`src/rtl/vga_fb_pkg.sv`:
```
// Shared constants and types for the VGA framebuffer arbiter.
package vga_fb_pkg;

  localparam int PIX_W    = 8;
  localparam int WORD_W   = 4 * PIX_W;
  localparam int H_ACTIVE = 640;
  localparam int H_TOTAL  = 800;
  localparam int V_ACTIVE = 480;
  localparam int V_TOTAL  = 525;
  localparam int ADDR_W   = 17;
  localparam int GPL      = H_ACTIVE / 4;
  localparam int FB_WORDS = V_ACTIVE * H_ACTIVE / 4;

  typedef logic [WORD_W-1:0] word_t;

  typedef enum logic {
    BUF_EMPTY = 1'b0,
    BUF_FULL  = 1'b1
  } buf_state_e;

endpackage

```
`src/rtl/vga_fb_line_addr.sv`:
```
// Word address of (line, group): line*160 + group, built from two shifts and adds.
module vga_fb_line_addr
  import vga_fb_pkg::*;
(
  input  logic [9:0]        line,
  input  logic [7:0]        grp,
  output logic [ADDR_W-1:0] addr
);

  logic [ADDR_W-1:0] line_w;

  // line*160 = line*128 + line*32; no overflow for any visible line
  always_comb begin
    line_w = ADDR_W'(line);
    addr   = (line_w << 7) + (line_w << 5) + ADDR_W'(grp);
  end

endmodule

```
`src/rtl/vga_fb_arbiter.sv`:
```
// Shares a single-port framebuffer RAM between VGA scan-out prefetch and one
// pixel writer. Reads own every read slot; a one-entry buffer retires writes
// in the remaining cycles.
module vga_fb_arbiter
  import vga_fb_pkg::*;
(
  input  logic                clk,
  input  logic                reset_n,
  input  logic [9:0]          x,
  input  logic [9:0]          y,
  input  logic                video_on,
  input  logic                hsync,
  input  logic                vsync,
  input  logic                wr_valid,
  output logic                wr_ready,
  input  logic [ADDR_W-1:0]   wr_addr,
  input  logic [4*PIX_W-1:0]  wr_data,
  output logic                wr_err,
  output logic                mem_en,
  output logic                mem_we,
  output logic [ADDR_W-1:0]   mem_addr,
  output logic [4*PIX_W-1:0]  mem_wdata,
  input  logic [4*PIX_W-1:0]  mem_rdata,
  output logic [PIX_W-1:0]    pixel,
  output logic                video_on_q,
  output logic                hsync_q,
  output logic                vsync_q
);

  localparam logic [ADDR_W-1:0] FB_LIMIT = ADDR_W'(FB_WORDS);

  buf_state_e        state_q, state_d;
  logic [ADDR_W-1:0] buf_addr_q, buf_addr_d;
  word_t             buf_data_q, buf_data_d;
  logic              wr_err_q, wr_err_d;
  logic              rd_q, rd_d;
  word_t             next_word_q, next_word_d;
  word_t             cur_word_q, cur_word_d;
  logic [PIX_W-1:0]  pixel_q, pixel_d;
  logic              video_on_d, hsync_d, vsync_d;

  logic [1:0]        phase;
  logic [7:0]        grp;
  logic [8:0]        grp_nxt;
  logic [9:0]        nl;
  logic              inline_rd, ls_slot, rd_slot, buf_in_range;
  logic [9:0]        line_sel;
  logic [7:0]        grp_sel;
  logic [ADDR_W-1:0] rd_addr;
  logic [PIX_W-1:0]  lane;

  // Read-slot decode: in-line prefetch of the next group, or next-line start
  always_comb begin
    phase     = x[1:0];
    grp       = x[9:2];
    grp_nxt   = {1'b0, grp} + 9'd1;
    inline_rd = (phase == 2'd0) && (grp_nxt < 9'(GPL)) && (y < 10'(V_ACTIVE));
    ls_slot   = (x == 10'(H_TOTAL - 4));
    nl        = (y == 10'(V_TOTAL - 1)) ? 10'd0 : y + 10'd1;
    rd_slot   = inline_rd || (ls_slot && (nl < 10'(V_ACTIVE)));
    line_sel  = ls_slot ? nl : y;
    grp_sel   = ls_slot ? 8'd0 : grp_nxt[7:0];
  end

  vga_fb_line_addr u_line_addr (
    .line (line_sel),
    .grp  (grp_sel),
    .addr (rd_addr)
  );

  // RAM port arbitration and write-buffer next state
  always_comb begin
    state_d      = state_q;
    buf_addr_d   = buf_addr_q;
    buf_data_d   = buf_data_q;
    wr_err_d     = 1'b0;
    mem_en       = 1'b0;
    mem_we       = 1'b0;
    mem_addr     = '0;
    mem_wdata    = '0;
    buf_in_range = (buf_addr_q < FB_LIMIT);
    if (rd_slot) begin
      mem_en   = 1'b1;
      mem_addr = rd_addr;
    end
    case (state_q)
      BUF_EMPTY: begin
        if (wr_valid) begin
          state_d    = BUF_FULL;
          buf_addr_d = wr_addr;
          buf_data_d = wr_data;
        end
      end
      BUF_FULL: begin
        if (!rd_slot) begin
          state_d = BUF_EMPTY;
          if (buf_in_range) begin
            mem_en    = 1'b1;
            mem_we    = 1'b1;
            mem_addr  = buf_addr_q;
            mem_wdata = buf_data_q;
          end else begin
            wr_err_d = 1'b1;
          end
        end
      end
      default: state_d = BUF_EMPTY;
    endcase
  end

  // Prefetch word pipeline and pixel serialisation
  always_comb begin
    rd_d        = rd_slot;
    next_word_d = rd_q ? mem_rdata : next_word_q;
    cur_word_d  = (phase == 2'd3) ? next_word_q : cur_word_q;
    lane        = cur_word_q[PIX_W-1:0];
    case (phase)
      2'd1:    lane = cur_word_q[2*PIX_W-1:PIX_W];
      2'd2:    lane = cur_word_q[3*PIX_W-1:2*PIX_W];
      2'd3:    lane = cur_word_q[4*PIX_W-1:3*PIX_W];
      default: lane = cur_word_q[PIX_W-1:0];
    endcase
    pixel_d    = video_on ? lane : '0;
    video_on_d = video_on;
    hsync_d    = hsync;
    vsync_d    = vsync;
  end

  // Control and display registers, cleared by reset
  always_ff @(posedge clk or negedge reset_n) begin
    if (!reset_n) begin
      state_q     <= BUF_EMPTY;
      wr_err_q    <= 1'b0;
      rd_q        <= 1'b0;
      next_word_q <= '0;
      cur_word_q  <= '0;
      pixel_q     <= '0;
      video_on_q  <= 1'b0;
      hsync_q     <= 1'b0;
      vsync_q     <= 1'b0;
    end else begin
      state_q     <= state_d;
      wr_err_q    <= wr_err_d;
      rd_q        <= rd_d;
      next_word_q <= next_word_d;
      cur_word_q  <= cur_word_d;
      pixel_q     <= pixel_d;
      video_on_q  <= video_on_d;
      hsync_q     <= hsync_d;
      vsync_q     <= vsync_d;
    end
  end

  // Buffered write payload; only meaningful while the buffer is FULL
  always_ff @(posedge clk) begin
    buf_addr_q <= buf_addr_d;
    buf_data_q <= buf_data_d;
  end

  assign wr_ready = (state_q == BUF_EMPTY);
  assign wr_err   = wr_err_q;
  assign pixel    = pixel_q;

endmodule

```
`config.mk`:
```
export PLATFORM = sky130hd
export DESIGN_NAME = vga_fb_arbiter
export DESIGN_NICKNAME = d
export VERILOG_FILES = /design/src/rtl/vga_fb_pkg.sv /design/src/rtl/vga_fb_line_addr.sv /design/src/rtl/vga_fb_arbiter.sv
export SDC_FILE = /design/constraint.sdc
export NUM_CORES = 1
export LEC_CHECK = 0
export ABC_AREA = 1
export CORE_MARGIN = 1.5
export CORE_UTILIZATION = 40
export CTS_CLUSTER_SIZE = 25
export DETAILED_ROUTE_END_ITERATION = 10
export GPL_ROUTABILITY_DRIVEN = 1
export PLACE_DENSITY = 0.79
export SLEW_MARGIN = 0
export SYNTH_ARGS = -nofsm -noshare
export SYNTH_HDL_FRONTEND = slang
export SYNTH_HIERARCHICAL = 1
export SYNTH_SLANG_ARGS = --single-unit
```
`constraint.sdc`:
```
create_clock -name clk -period 11.77 [get_ports clk]
set_clock_uncertainty 0.1 [all_clocks]
set_input_delay 1.7655 -clock clk [delete_from_list [all_inputs] [get_ports clk]]
set_output_delay 1.7655 -clock clk [all_outputs]
set_load 0.01 [all_outputs]
```
== Word-level counts from Yosys, hierarchy flattened ==
Index checks and enable logic that the tools add are counted.

* Register bits: 127
* Bits in latches: 0
* Bits in writable memories: 0
* Memory bits (read-only): 0
* Input bits: 107
* Output and inout port bits: 64
* Memories kept: 0

* $add $sub $neg: 4
* Multipliers: 0
* Divide/modulo/power cells: 0
* $lt $le $gt $ge: 4
* Equality and inequality tests: 5
* Shifts and indexed selects: 0
* Multiplexer cells: 24
* Bitwise gates (word level): 1
* Reduce and logical (&&, ||, !) cells: 6

{| class="wikitable"
|+ Operators by type and width
! cell !! count
|-
| $mux W32 || 3
|-
| $mux W17 || 4
|-
| $pmux W8 S3 || 1
|-
| $eq A10 B10 Y1 const B || 2
|-
| $lt A10 B9 Y1 const B || 2
|-
| $mux W10 || 2
|-
| $add A17 B15 Y17 || 1
|-
| $add A17 B8 Y17 || 1
|-
| $lt A17 B17 Y1 const B || 1
|-
| $mux W8 || 2
|-
| $mux W1 || 11
|-
| $add A10 B1 Y10 const B || 1
|-
| $add A8 B1 Y9 const B || 1
|-
| $lt A9 B8 Y1 const B || 1
|-
| $eq A2 B2 Y1 const B || 2
|-
| $logic_and A1 B1 Y1 || 3
|-
| $eq A2 B1 Y1 const B || 1
|-
| $logic_not A2 Y1 || 1
|-
| $pmux W1 S2 || 1
|-
| $reduce_and A2 Y1 || 1
|-
| $logic_or A1 B1 Y1 || 1
|-
| $not A1 Y1 || 1
|}

== Longest topological paths before layout ==
* Word-level depth: 9
* Depth in mapped cells: 23

== By module ==
The synthesis kept the hierarchy.

{| class="wikitable"
|+ By module, submodules not included
! module !! times used !! cells an instance !! area each (um2)
|-
| vga_fb_arbiter || 1 || 622 || 5,690.5
|-
| vga_fb_line_addr || 1 || 120 || 729.4
|}

== Least setup slack after synthesis ==
OpenSTA, ideal clock, no wires.

* Path type: in2out
* Start point: in x[2]
* End point: out mem_addr[14]
* Arrival time: 4.461 ns
* Path slack: 5.443 ns
* Stages on the path: 19
* Path buffers: 1
* Cells stage by stage: ha_1 -> nand2_1 -> inv_1 -> nand3b_1 -> nand3b_4 -> inv_1 -> clkbuf_1 -> o21ai_0 -> inv_1 -> fa_1 -> inv_1 -> fa_1 -> nand2_1 -> nand3_1 -> nand3_1 -> nand3_1 -> nand2_1 -> nand2_1 -> nand2_1

* Elaborated cells between the ends (all ways): 15

{| class="wikitable"
|+ RTL lines
! what !! RTL line !! source
|-
| start: declaration || vga_fb_arbiter.sv:9 || <nowiki>input logic [9:0] x,</nowiki>
|-
| $eq A10 B10 Y1 (*) || vga_fb_arbiter.sv:58 || <nowiki>ls_slot = (x == 10'(H_TOTAL - 4));</nowiki>
|-
| $mux W10 (*) || vga_fb_arbiter.sv:61 || <nowiki>line_sel = ls_slot ? nl : y;</nowiki>
|-
| named net line_sel[0] || vga_fb_arbiter.sv:47 || <nowiki>logic [9:0] line_sel;</nowiki>
|-
| $add A17 B15 Y17 (*) || vga_fb_line_addr.sv:15 || <nowiki>addr = (line_w << 7) + (line_w << 5) + ADDR_W'(grp);</nowiki>
|-
| $add A17 B8 Y17 (*) || vga_fb_line_addr.sv:15 ||
|-
| named net rd_addr[14] || vga_fb_arbiter.sv:49 || <nowiki>logic [ADDR_W-1:0] rd_addr;</nowiki>
|-
| $mux W17 (*) || vga_fb_arbiter.sv:82 || <nowiki>if (rd_slot) begin</nowiki>
|-
| $mux W17 || vga_fb_arbiter.sv:97 || <nowiki>if (buf_in_range) begin</nowiki>
|-
| $mux W17 || vga_fb_arbiter.sv:95 || <nowiki>if (!rd_slot) begin</nowiki>
|-
| $mux W17 (*) || vga_fb_arbiter.sv:86 || <nowiki>case (state_q)</nowiki>
|-
| end: declaration || vga_fb_arbiter.sv:21 || <nowiki>output logic [ADDR_W-1:0] mem_addr,</nowiki>
|}

The timed path passes the listed nets; every way through them passes the cells marked *.

== Final worst setup path ==
Same ends and word-level chain as after synthesis.

==> summary.md <==
| Metric | Value |
|---|---|
| Run status | finished clean |
| Switching Fraction | 26.6% |
| Die Span Y | 130 um |
| Core ar. | 15800 um^2 |
| Root Driver | clkbuf_16 |
| CTS Sinks | 127 |
| Post-DP HPWL | 11400 um |
| Global route total overflow | 0 |
| FF/Latch Area | 3420 um^2 |
| Mapped Area | 6420 um^2 |
| Final period utilization | 66.1% |
| Period minus WS final | 7780 ps |
| Port bufs | 170 |
| Leak pwr | 4.05 nW |
| Max Cap Violations | 0 |
| Unrepaired setup endpoints after global routing | false |
| Dpl ws | 4010 ps |
| Crit Path Class | in -> out |
| Die area | 16800 um^2 |
| Yosys reg bits | 127 |
| Clock tree buffer depth | 2 |
| Post-CTS setup buffer count | 0 |
| Mapped Cells | 742 |
| Fmax | 0.129 GHz |
| Hold_buf cts | 0 |
| Slew Limit Fails | 0 |
| Fin nets | 1036 |
| CP Max Fanout | 14 |
| Worst setup margin | 3990 ps |
| Largest net degree at the start of global routing | 79 |
| Combinational share of power | 17.2% |
| Post-DRT Antenna Nets | 0 |
| Reg clk slew, reported paths | 60 ps |
| Power Dens Cells | 146 nW/um^2 |
| Startpoint type of the worst setup path | primary input |
| Pwr Total | 1.29 mW |
| CTS tree | done |
| Critical R2R Launch | state_q |
| Area grow syn2layout | 37.5% |
| Synth unique cells | 30 |
| Flop pwr share | 42.9% |
| Cts repair resizes | 0 |
| Syn Area/Cell | 8.65 um^2 |
| Int Power | 0.944 mW |
| Fin. Hold Viols | 0 |
| Setup-failing EPs final | 0 |
| Initial antenna violation count | 0 |
| Placed Cells incl. Taps | 1102 |
| Max VDD drop | 0.101 mV |
| Htree depth | 4 |
| Max-slew headroom at the worst pin | 28.6% |
| Io pins | 171 |
| TritonCTS buffer count | 17 |
| Synthesized Nets | 873 |
| Worst skew pair latency | 410 ps |
| # diodes | 0 |
| Fin Setup TNS | 0 ps |
| Hold Slack | 386 ps |
| Placement Rows | 46 |
| Drt first pass iters | 4 |
| Post-DR wirelength/cell | 14.0 um |
| First-pass GRT wire length | 25100 um |
| GRT Util Overall | 19.5% |
| Placer Congestion | 0.888 |
| Sequential cell area fraction in the yosys report | 53.3% |
| Critical path required time | 9900 ps |
| WL final | 15800 um |
| Slew @ Worst Pin | 1070 ps |
| P_sw | 0.342 mW |
| Yosys warning count | 6 |
| CP arrival | 5910 ps |
| Footprint of the multi-input gates | 2400 um^2 |
| CP Launch Point | x[2] |
| Initial Util | 40.7% |
| Number of vias per cell | 4.73 |
| Clock share of power | 39.8% |
| Share of cells above drive strength 1 | 7.63% |
| Chip width | 130 um |
| Via Count | 5362 |
| Vias in the first global route | 5226 |
| Cell Count, Final, Fillers Out | 1133 |
| Starting DRC count in detailed routing | 340 |
| Crit. End Element | output pin |
| # fillers | 1429 |
| Min-Delay Path Class | reg -> reg |
| HP Start | cur_word_q[28] |
| Drc violations | 0 |
==> metal layers <==
layer	up-vias	part of all wire (%)	track usage [%]
met3	20	5.0	4.50
met1	2498	42	23.5
met5	-	0	0
li1	2693	-	-
met4	0	1.6	6.41
met2	151	52	34.2
==> registers in the layout, summed over array words and instances (netlist names) <==
| register | cells |
|---|---|
| next_word_q | 32 |
| wr_err | 1 |
| rd_q | 1 |
| hsync_q | 1 |
| buf_data_q | 32 |
| state_q | 1 |
| video_on_q | 1 |
| buf_addr_q | 17 |
| pixel | 8 |
| vsync_q | 1 |
| cur_word_q | 32 |
==> through the flow <==
step                cell area (um^2)  utilization (%)
floorplan                       6420                -
global placement                8250             52.3
detailed placement              8250             52.3
CTS                             8830             56.0
global route                    8830             56.0
finish                          8830             56.0
==> placed cells by master (no fill, tap or decap), types with 2 or more instances in the layout <==
cell type and instances:
or2_2 2, nand2_1 218, inv_4 3, a21oi_1 10, nor3_1 3, o21ai_0 76
nand3_2 2, clkdlybuf4s50_1 169, dfrtp_1 78, clkbuf_8 2, nand3_1 19, ha_1 22
buf_4 3, fa_1 2, clkinv_2 2, edfxtp_1 49, inv_6 3, inv_1 116
nand2_2 3, clkbuf_16 18, xor2_1 6, nand4_1 24, xnor2_1 2, nor2_2 24
nor2_1 43, a41oi_1 8
==> cell usage after synthesis (all sizes together) <==
cell / number / area share, %
or2: 2 / 0.19
nand3: 22 / 2.1
clkbuf: 15 / 0.88
nor3: 3 / 0.23
nor2: 68 / 5.0
nand4: 24 / 2.3
a41oi: 8 / 1.1
fa: 2 / 0.62
xnor2: 2 / 0.27
o21ai: 76 / 5.9
a31oi: 1 / 0.098
nand2: 222 / 13
nand3b: 2 / 0.43
buf: 13 / 1.6
dfrtp: 78 / 30
a21oi: 10 / 0.78
inv: 117 / 6.8
ha: 22 / 4.3
xor2: 6 / 0.82
edfxtp: 49 / 23
==> final timing paths <==
| path | depth (start not counted) | to | slack, ps |
|---|---|---|---|
| worst max register to register | 3 | buf_addr_q[4] | 9870 |
| worst max-delay path | 21 | mem_addr[14] | 3990 |
| worst min register to register | 2 | cur_word_q[28] | 390 |
| max in group asynchronous | 1 | vsync_q | 9540 |
| min in group asynchronous | 1 | next_word_q[17] | 1390 |
| worst min-delay path | 2 | cur_word_q[28] | 390 |
==> kinds of logic (layout without fill, tap and decap cells) <==
family                   Yosys count  after routing  synth area share [%]
adder cells (fa/ha/maj)           24             24                  4.91
buffers and inverters            145            320                  9.28
AO/OA/AOI/OAI                     95             95                  7.89
AND/OR/NAND/NOR                  343            343                  23.5
XOR/XNOR                           8              8                  1.09
flip-flops                       127            127                  53.3
==> critical path: stages <==
cell	delay, ps
clkdlybuf4s50_1	570
ha_1	220
nand2_1	80
inv_1	80
nand3b_1	70
nand3b_4	220
inv_1	310
nand2_1	80
a21oi_1	210
inv_1	80
fa_1	510
inv_1	70
fa_1	500
nand2_1	90
nand3_1	100
nand3_1	110
nand3_1	80
nand2_1	80
nand2_1	50
nand2_1	100
clkdlybuf4s50_1	540
==> power by group through the flow <==
stage	sequential (mW)	combinational [mW]	clock [mW]
CTS	0.552	0.225	0.521
finish	0.552	0.222	0.512
global route	0.559	0.252	0.541
floorplan	0.554	0.120	0
detailed placement	0.560	0.223	0
global placement	0.558	0.218	0
==> layout make-up <==
type	count	share of cell area, %
clock buffer	20	5.41
clock inverter	11	1.15
inverter	117	4.98
multi-input combinational	470	27.2
sequential	127	38.8
tap	216	3.06
timing repair buffer	172	19.4
(Power assumes the default switching activity.)
